### src/rtl/order_tx_scheduler.sv
// order_tx_scheduler
//   Serialises buy/sell order message pairs onto a ready/valid word stream.
//   Each captured pair is sent as the buy side (if enabled) followed by the
//   sell side (if enabled). One further pair can wait in a pending buffer
//   while a message is in flight. Pairs arriving while that buffer is full
//   are discarded and counted.
// Ports
//   i_clk, i_rst_n            clock, synchronous active-low reset
//   i_valid                   one-cycle strobe, new pair on i_buy/i_sell_words
//   i_buy_words/i_sell_words  NUM_WORDS packed words, word k at [k*REG_WIDTH +: REG_WIDTH]
//   i_side_en                 bit0 buy enable, bit1 sell enable (latched at capture)
//   i_tready                  downstream ready
//   o_tdata/o_tvalid/o_tlast  stream word, valid, last word of the side
//   o_tuser                   side of the current word (0 buy, 1 sell)
//   o_busy                    message in flight or pending buffer occupied
//   o_drop_count              saturating count of discarded pairs
module order_tx_scheduler #(
  parameter int REG_WIDTH = 32,
  parameter int NUM_WORDS = 9
) (
  input  logic                           i_clk,
  input  logic                           i_rst_n,
  input  logic                           i_valid,
  input  logic [NUM_WORDS*REG_WIDTH-1:0] i_buy_words,
  input  logic [NUM_WORDS*REG_WIDTH-1:0] i_sell_words,
  input  logic [1:0]                     i_side_en,
  input  logic                           i_tready,
  output logic [REG_WIDTH-1:0]           o_tdata,
  output logic                           o_tvalid,
  output logic                           o_tlast,
  output logic                           o_tuser,
  output logic                           o_busy,
  output logic [15:0]                    o_drop_count
);

  localparam int MW = NUM_WORDS * REG_WIDTH;
  localparam int BW = (NUM_WORDS > 1) ? $clog2(NUM_WORDS) : 1;
  localparam logic [BW-1:0] LAST_BEAT = BW'(NUM_WORDS - 1);

  typedef enum logic [1:0] {IDLE, SEND_BUY, SEND_SELL} state_t;

  state_t         state_q, state_d;
  logic [BW-1:0]  beat_q, beat_d;
  logic [MW-1:0]  act_buy_q, act_buy_d, act_sell_q, act_sell_d;
  logic [1:0]     act_en_q, act_en_d;
  logic           pend_valid_q, pend_valid_d;
  logic [MW-1:0]  pend_buy_q, pend_buy_d, pend_sell_q, pend_sell_d;
  logic [1:0]     pend_en_q, pend_en_d;
  logic [15:0]    drop_q, drop_d;
  logic [REG_WIDTH-1:0] tdata_q, tdata_d;
  logic           tvalid_q, tvalid_d, tlast_q, tlast_d, tuser_q, tuser_d;

  logic           new_ok, fire, at_last, eom;
  logic [MW-1:0]  side_words;

  // First side to transmit for a given (nonzero) enable pair.
  function automatic state_t first_state(input logic [1:0] en);
    return en[0] ? SEND_BUY : SEND_SELL;
  endfunction

  always_comb begin
    state_d      = state_q;
    beat_d       = beat_q;
    act_buy_d    = act_buy_q;
    act_sell_d   = act_sell_q;
    act_en_d     = act_en_q;
    pend_valid_d = pend_valid_q;
    pend_buy_d   = pend_buy_q;
    pend_sell_d  = pend_sell_q;
    pend_en_d    = pend_en_q;
    drop_d       = drop_q;

    // Pairs with no side enabled are ignored outright: never buffered, never counted.
    new_ok  = i_valid && (i_side_en != 2'b00);
    fire    = (state_q != IDLE) && i_tready;
    at_last = (beat_q == LAST_BEAT);
    eom     = fire && at_last && ((state_q == SEND_SELL) || !act_en_q[1]);

    if (state_q == IDLE) begin
      if (new_ok) begin
        act_buy_d  = i_buy_words;
        act_sell_d = i_sell_words;
        act_en_d   = i_side_en;
        beat_d     = '0;
        state_d    = first_state(i_side_en);
      end
    end else if (eom) begin
      beat_d = '0;
      if (pend_valid_q) begin
        // Pending advances to active; a coincident new pair refills pending.
        act_buy_d    = pend_buy_q;
        act_sell_d   = pend_sell_q;
        act_en_d     = pend_en_q;
        state_d      = first_state(pend_en_q);
        pend_valid_d = new_ok;
        if (new_ok) begin
          pend_buy_d  = i_buy_words;
          pend_sell_d = i_sell_words;
          pend_en_d   = i_side_en;
        end
      end else if (new_ok) begin
        act_buy_d  = i_buy_words;
        act_sell_d = i_sell_words;
        act_en_d   = i_side_en;
        state_d    = first_state(i_side_en);
      end else begin
        state_d = IDLE;
      end
    end else begin
      if (fire) begin
        if (at_last) begin
          // Only reachable from the buy side with sell enabled.
          state_d = SEND_SELL;
          beat_d  = '0;
        end else begin
          beat_d = beat_q + 1'b1;
        end
      end
      if (new_ok) begin
        if (!pend_valid_q) begin
          pend_valid_d = 1'b1;
          pend_buy_d   = i_buy_words;
          pend_sell_d  = i_sell_words;
          pend_en_d    = i_side_en;
        end else if (drop_q != 16'hFFFF) begin
          drop_d = drop_q + 16'd1;
        end
      end
    end

    // Outputs are registered from the next-state view, so they stay put
    // whenever the state and beat do (i.e. during stalls).
    side_words = (state_d == SEND_SELL) ? act_sell_d : act_buy_d;
    tvalid_d   = (state_d != IDLE);
    tuser_d    = (state_d == SEND_SELL);
    tlast_d    = tvalid_d && (beat_d == LAST_BEAT);
    tdata_d    = tvalid_d ? side_words[int'(beat_d)*REG_WIDTH +: REG_WIDTH] : '0;
  end

  always_ff @(posedge i_clk) begin
    if (!i_rst_n) begin
      state_q      <= IDLE;
      beat_q       <= '0;
      act_buy_q    <= '0;
      act_sell_q   <= '0;
      act_en_q     <= '0;
      pend_valid_q <= 1'b0;
      pend_buy_q   <= '0;
      pend_sell_q  <= '0;
      pend_en_q    <= '0;
      drop_q       <= '0;
      tdata_q      <= '0;
      tvalid_q     <= 1'b0;
      tlast_q      <= 1'b0;
      tuser_q      <= 1'b0;
    end else begin
      state_q      <= state_d;
      beat_q       <= beat_d;
      act_buy_q    <= act_buy_d;
      act_sell_q   <= act_sell_d;
      act_en_q     <= act_en_d;
      pend_valid_q <= pend_valid_d;
      pend_buy_q   <= pend_buy_d;
      pend_sell_q  <= pend_sell_d;
      pend_en_q    <= pend_en_d;
      drop_q       <= drop_d;
      tdata_q      <= tdata_d;
      tvalid_q     <= tvalid_d;
      tlast_q      <= tlast_d;
      tuser_q      <= tuser_d;
    end
  end

  assign o_tdata      = tdata_q;
  assign o_tvalid     = tvalid_q;
  assign o_tlast      = tlast_q;
  assign o_tuser      = tuser_q;
  assign o_drop_count = drop_q;
  assign o_busy       = (state_q != IDLE) || pend_valid_q;

endmodule

### config.mk
export PLATFORM = sky130hd
export DESIGN_NAME = order_tx_scheduler
export DESIGN_NICKNAME = d
export VERILOG_FILES = /design/src/rtl/order_tx_scheduler.sv
export SDC_FILE = /design/constraint.sdc
export NUM_CORES = 2
export LEC_CHECK = 0
export BUFFER_PORTS_ARGS = -buffer_cell sky130_fd_sc_hd__buf_2
export CAP_MARGIN = 20
export CORE_MARGIN = 5
export CORE_UTILIZATION = 35
export CTS_CLUSTER_SIZE = 40
export DETAILED_ROUTE_END_ITERATION = 7
export PLACE_DENSITY = 0.49
export SYNTH_ARGS = -nofsm -noshare
export SYNTH_HDL_FRONTEND = slang
export SYNTH_SLANG_ARGS = --single-unit
### constraint.sdc
create_clock -name i_clk -period 4.9 [get_ports i_clk]
set_input_delay 0 -clock i_clk [delete_from_list [all_inputs] [get_ports i_clk]]
set_output_delay 0 -clock i_clk [all_outputs]
set_load 0.005 [all_outputs]
* After elaboration in Yosys (flattened, before gate mapping)
Index checks and enable logic that the tools add are counted.
** Operators by class
- Bitwise gates (word level) :: 2
- Eq/ne operators :: 7
- Muxes and demuxes :: 45
- Reduce and logical (&&, ||, !) cells :: 18
- Shift-type cells :: 1
- $add $sub $neg :: 2
** Operators by type and width (number)
- $mux W288 :: 19
- $shiftx A288 B10 Y32 :: 1
- $mux W2 :: 18
- $mux W4 :: 5
- $add A16 B1 Y16 const B :: 1
- $ne A16 B16 Y1 const B :: 1
- $reduce_bool A2 Y1 :: 5
- $eq A4 B4 Y1 const B :: 2
- $logic_and A1 B1 Y1 :: 5
- $reduce_and A5 Y1 :: 1
- $add A4 B1 Y4 const B :: 1
- $eq A2 B2 Y1 const B :: 2
- $reduce_and A2 Y1 :: 2
- $reduce_and A4 Y1 :: 1
- $mux W1 :: 3
- $logic_not A2 Y1 :: 1
- $logic_or A1 B1 Y1 :: 2
- $ne A2 B1 Y1 const B :: 1
- $ne A2 B2 Y1 const B :: 1
- $not A1 Y1 :: 2
- $logic_not A1 Y1 :: 1
** Word-level totals
- Logic and storage cells :: 89
- Register bits after elaboration :: 1214

* Depth between registers and ports, before layout
- Depth after elaboration :: 9
- Mapped depth :: 15

* Least setup slack after synthesis
Ideal clock, no wire load.
- Path type :: register to register
- Start point :: register beat_q[0]
- End point :: register tdata_q[24] (netlist: o_tdata[24])
- Cell stages (with the launch flop) :: 12
- Setup slack :: 2.028 ns
- Data required time :: 4.830 ns
- Library setup time :: 0.070 ns
- Arrival time :: 2.802 ns
- Cell sequence :: dfxtp_1 -> inv_1 -> ha_1 -> nand4b_1 -> a211oi_1 -> o32a_2 -> nor2_4 -> buf_1 -> mux2i_1 -> o22ai_1 -> or4_1 -> a21oi_1
** Between the ends
- Cells in the longest elaborated chain, start to end :: 8
** RTL lines
- start, declared :: line 43 : logic [BW-1:0] beat_q, beat_d;
- start signal, assigned :: line 158 : beat_q <= beat_d;
- $eq A4 B4 Y1 :: line 76 : at_last = (beat_q == LAST_BEAT);
- $mux W2 / $logic_and A1 B1 Y1 (equally long branches) :: line 111, 77
- $mux W2 / $logic_and A1 B1 Y1 (equally long branches) :: line 110, 77
- $mux W2 :: line 87 : end else if (eom) begin
- $mux W2 :: line 79 : if (state_q == IDLE) begin
- $eq A2 B2 Y1 :: line 133 : side_words = (state_d == SEND_SELL) ? act_sell_d : act_buy_d;
- $mux W288 :: line 133
- $shiftx A288 B10 Y32 :: line 137 : tdata_d = tvalid_d ? side_words[int'(beat_d)*REG_WIDTH +: REG_WIDTH] : '0;
- end signal, assigned :: line 167 : tdata_q <= tdata_d;
- end, declared :: line 50 : logic [REG_WIDTH-1:0] tdata_q, tdata_d;
Several ways; a longest one is shown, not always the timed one.
A chain may end at the register's enable or synchronous reset.

* Final worst setup path
- Start point :: register beat_q[0]
- End point :: register tdata_q[30] (netlist: o_tdata[30])
Same word-level chain as after synthesis.

==> reports/summary.md <==
Power and ir drop
* 0.0264 W — Design Power
* 390 nW/um^2 — power density normalized to cell area
* 287 uV — maximum VDD drop
* 26.5 nW — leakage dissipation

Global route
* 337000 um — first-pass GRT wire length
* 29.4% — total global-route track usage
* 48800 — vias in the first global route
* 31 — initial antenna violation count
* 0 — Congestion Overflow GR
* 162 — pin count of the biggest net entering global routing

Setup path
* 5.53 ns — critical path data required time
* register — type of element capturing the critical path
* beat_q[0] — launch instance of the worst register-to-register path
* 0.66 ns — slack of the worst reg-to-reg path
* 4.87 ns — data arrival time of the worst path
* 33 — worst-path fanout max
* register — kind of launch point of the worst setup path
* compound AO/OA/AOI/OAI gates — CP top delay family
* inv_1 -> ha_1 -> nand4b_1 -> a22oi_1 -> nand2_4 -> buf_4 -> a221o_1 -> mux2i_1 -> o32ai_1 -> a2111oi_0 -> a21oi_1 — sequence of cells on the critical path
* 2 — buffers plus inverters on the worst setup path
* o_tdata[30] — Worst R2R End
* 0.90 ns — Critical Path Max Stage Delay
* sky130_fd_sc_hd__a2111oi_0 — Worst path slowest cell
* reg2reg — Worst Setup Path Type
* 11 — worst-case reg-to-reg path depth
* 11 — depth of the critical timing path with buffers and inverters included

STA
* 29.5% — worst rel slew slack
* 86.6% — post-route fraction of the period consumed by the critical path
* 4.24 ns — Final Critical Period
* 236 MHz — max frequency
* 0 — fin. max-slew vios
* 0.0389 ns — setup clock skew after layout
* 1.06 ns — Tightest Pin Transition
* 0 — number of hold violations in the final report
* no — RSZ-0062 raised after global routing
* 0 ns — setup_tns
* 0 — setup-violating endpoint count in the final report

Yosys
* 48.7% — fraction of post-synthesis cell area in the top cell type by area
* 1213 — number of flip-flops and latches in the synthesized netlist
* 8.30 sq um — Mapped Avg Cell Area
* 6588 — Post-Synthesis Net Count
* sky130_fd_sc_hd__dfxtp_1 — Most used DFF post-synth
* 0 — Syn. warnings
* 49800 sq um — cell area after synthesis
* 0 — number of synthesized flops with an enable pin
* sky130_fd_sc_hd__dfxtp_1 — area leader, netlist
* sky130_fd_sc_hd__dfxtp_1 49%, sky130_fd_sc_hd__nand2_1 11%, sky130_fd_sc_hd__a21oi_1 9.1%, sky130_fd_sc_hd__clkbuf_1 3.1%, sky130_fd_sc_hd__and3_1 2.9% — main area contributors after synthesis
* 48.7% — part of the Yosys area used for sequential elements
* 6003 — cell count after synthesis
* 0% — Async S/R FF share, synth
* 59 — number of unique standard cell types used by synthesis

Job
* 0 — count of max-cap constraint violations

Hold path
* 4 — hold path cells
* in2reg — worst hold path class
* pend_buy_q[137] — sink of the worst hold path
* i_buy_words[137] — origin of the worst min-delay path

Clock tree
* 4 — H-tree depth
* 0 — Post-CTS Setup Inserts
* 142 — number of buffers added by the clock tree synthesis step
* 0.06 ns — clock-pin transition on the worst setup and hold timing paths
* 0 — quantity of gates resized following cts
* 0.79 ns — later-pin clock latency in the skew report
* 1213 — clk sink count
* sky130_fd_sc_hd__clkbuf_16 — CTS root buffer
* 3 — Clock Path Buffers
* built — TritonCTS clock tree

Die
* 142000 sq um — Core Region
* 387 um — Die X-Extent
* 387 um — floorplan die height
* 138 — Core Rows
* 35.2% — Starting Density
* 150000 sq um — die area
* 634 — Top Ports

Routing
* 5.53 — via density per instance
* 25.2 um — wire length per cell after detailed routing
* 0 — DRC
* 231000 um — Routed WL
* 5930 — first-iteration detailed-routing DRC count
* 0 — Routed Antenna Nets
* 7 — drt first pass iters
* 50900 — total vias in the final route

Placement
* 633 — count of input and output buffers
* 55000 sq um — placed standard-cell area
* 154000 um — half-perimeter wire length of the detailed placement result
* 0.907 — routability congestion estimate

Cells and area
* 23300 sq um — area occupied by multi-input gates
* 7772 — Final Net Count
* 67700 sq um — Layout Cell Area excl Fill
* 24300 sq um — sequential cell area in the final layout
* 35.8% — Area Growth Syn to Fin
* 13700 — filler cell count in the final layout
* 15.4% — share of final-layout standard cells stronger than drive strength 1

Status
* complete, no violations — status

-- cell families (layout without fill, tap and decap cells) --
logic type	count (synthesis)	in the layout	share of synthesized area, %
AO/OA/AOI/OAI	1667	1667	22.5
XOR/XNOR	14	14	0.246
adder cells (fa/ha/maj)	3	3	0.0753
buffers and inverters	569	1858	4.73
flip-flops	1213	1213	48.7
multiplexers	131	131	2.63
other	0	15	0
AND/OR/NAND/NOR	2406	2406	21.1
-- cell usage after synthesis, drive strengths merged, types with 2 or more instances --
| cell type | number |
|---|---|
| mux2i | 130 |
| a221oi | 128 |
| xor2 | 4 |
| and3 | 228 |
| buf | 142 |
| nand2b | 6 |
| o32ai | 32 |
| o211ai | 2 |
| or2 | 3 |
| and2 | 199 |
| a222oi | 129 |
| or4 | 32 |
| or3 | 64 |
| nand3 | 8 |
| nor3 | 5 |
| a21o | 3 |
| a311oi | 32 |
| nor2b | 3 |
| nor2 | 346 |
| a22o | 64 |
| a22oi | 129 |
| ha | 3 |
| o22ai | 32 |
| nand4 | 8 |
| nand2 | 1496 |
| a2111oi | 32 |
| o221a | 64 |
| dfxtp | 1213 |
| clkbuf | 418 |
| nor4 | 4 |
| xnor2 | 10 |
| a21oi | 908 |
| a221o | 64 |
| inv | 9 |
| o21ai | 40 |
-- report_power, final --
| group | total, W | leakage [nW] | switching (W) | internal, W |
|---|---|---|---|---|
| clock | 0.0108 | 2.33 | 0.00439 | 0.00643 |
| sequential | 0.0107 | 9.89 | 0.000263 | 0.0105 |
| combinational | 0.00480 | 14.3 | 0.00292 | 0.00188 |
-- through the flow --
step	cells	util, %	setup WS, ns	hold slack, ns
2_1_floorplan	6003	-	2.03	0.136
3_3_place_gp	8143	38.9	0.178	0.251
3_5_place_dp	8145	38.9	0.762	0.257
4_1_cts	9182	47.8	0.724	0.0000200
5_1_grt	9188	47.8	0.540	0.0301
6_report	9197	47.8	0.656	0.0460
-- per-layer routing --
metal | wire length [um] | up-vias | GRT usage, %
met1 | 96000 | 24800 | 38.3
met5 | 113 | - | 0
li1 | - | 23600 | -
met3 | 17900 | 383 | 6.49
met2 | 106000 | 2090 | 46.9
met4 | 11600 | 16 | 13.4
-- worst max-delay path by stage --
stage | startpoint | slack (ns) | to
after floorplan | beat_q[0] | 2.03 | o_tdata[24]
after global placement | beat_q[0] | 0.18 | o_tdata[29]
after detailed placement | beat_q[0] | 0.76 | o_tdata[29]
after CTS | beat_q[0] | 0.72 | o_tdata[29]
after global routing | beat_q[0] | 0.54 | o_tdata[0]
final | beat_q[0] | 0.66 | o_tdata[30]
-- worst min-delay path, cell delays in order --
cell	delay (ns)
sky130_fd_sc_hd__dlygate4sd3_1	0.53
sky130_fd_sc_hd__buf_2	0.13
sky130_fd_sc_hd__nand2_1	0.05
sky130_fd_sc_hd__a21oi_1	0.05
-- cell usage in the layout (no fill, tap or decap), drive strengths merged, types with 4 or more instances in the layout --
cell type,count
a221o,64
clkinv,25
nor2,346
nand2b,6
nand2,1496
a2111oi,32
a222oi,129
xor2,4
xnor2,10
o22ai,32
inv,14
buf,812
nand4,8
a311oi,32
nor4,4
diode,15
dlygate4sd3,788
o21ai,40
o221a,64
and3,228
a22oi,129
dfxtp,1213
o32ai,32
clkbuf,209
mux2i,130
a221oi,128
nor3,5
a22o,64
and2,199
or4,32
bufinv,9
a21oi,908
nand3,8
or3,64
-- timing repair --
action                                 4_1_cts  5_1_grt
setup endpoints to repair                    0        0
endpoints found under the hold margin     1164        0
hold buffers                               788        0
-- state kept, by name, summed over array words and instances, names as in the netlist --
| name | cells |
|---|---|
| pend_en_q | 2 |
| act_sell_q | 288 |
| o_tlast | 1 |
| o_drop_count | 16 |
| act_buy_q | 288 |
| pend_valid_q | 1 |
| o_tvalid | 1 |
| pend_sell_q | 288 |
| act_en_q | 1 |
| o_tuser | 1 |
| beat_q | 4 |
| state_q | 2 |
| o_tdata | 32 |
| pend_buy_q | 288 |
-- area by class of cell --
type | count | share of cell area (%)
tap | 1890 | 3.50
timing repair buffer | 1600 | 19.2
sequential | 1213 | 35.9
antenna | 15 | 0.0555
clock buffer | 209 | 6.24
inverter | 9 | 0.0610
multi-input combinational | 4221 | 34.4
clock inverter | 40 | 0.699
Note: power is estimated with default switching activity, not from simulation.
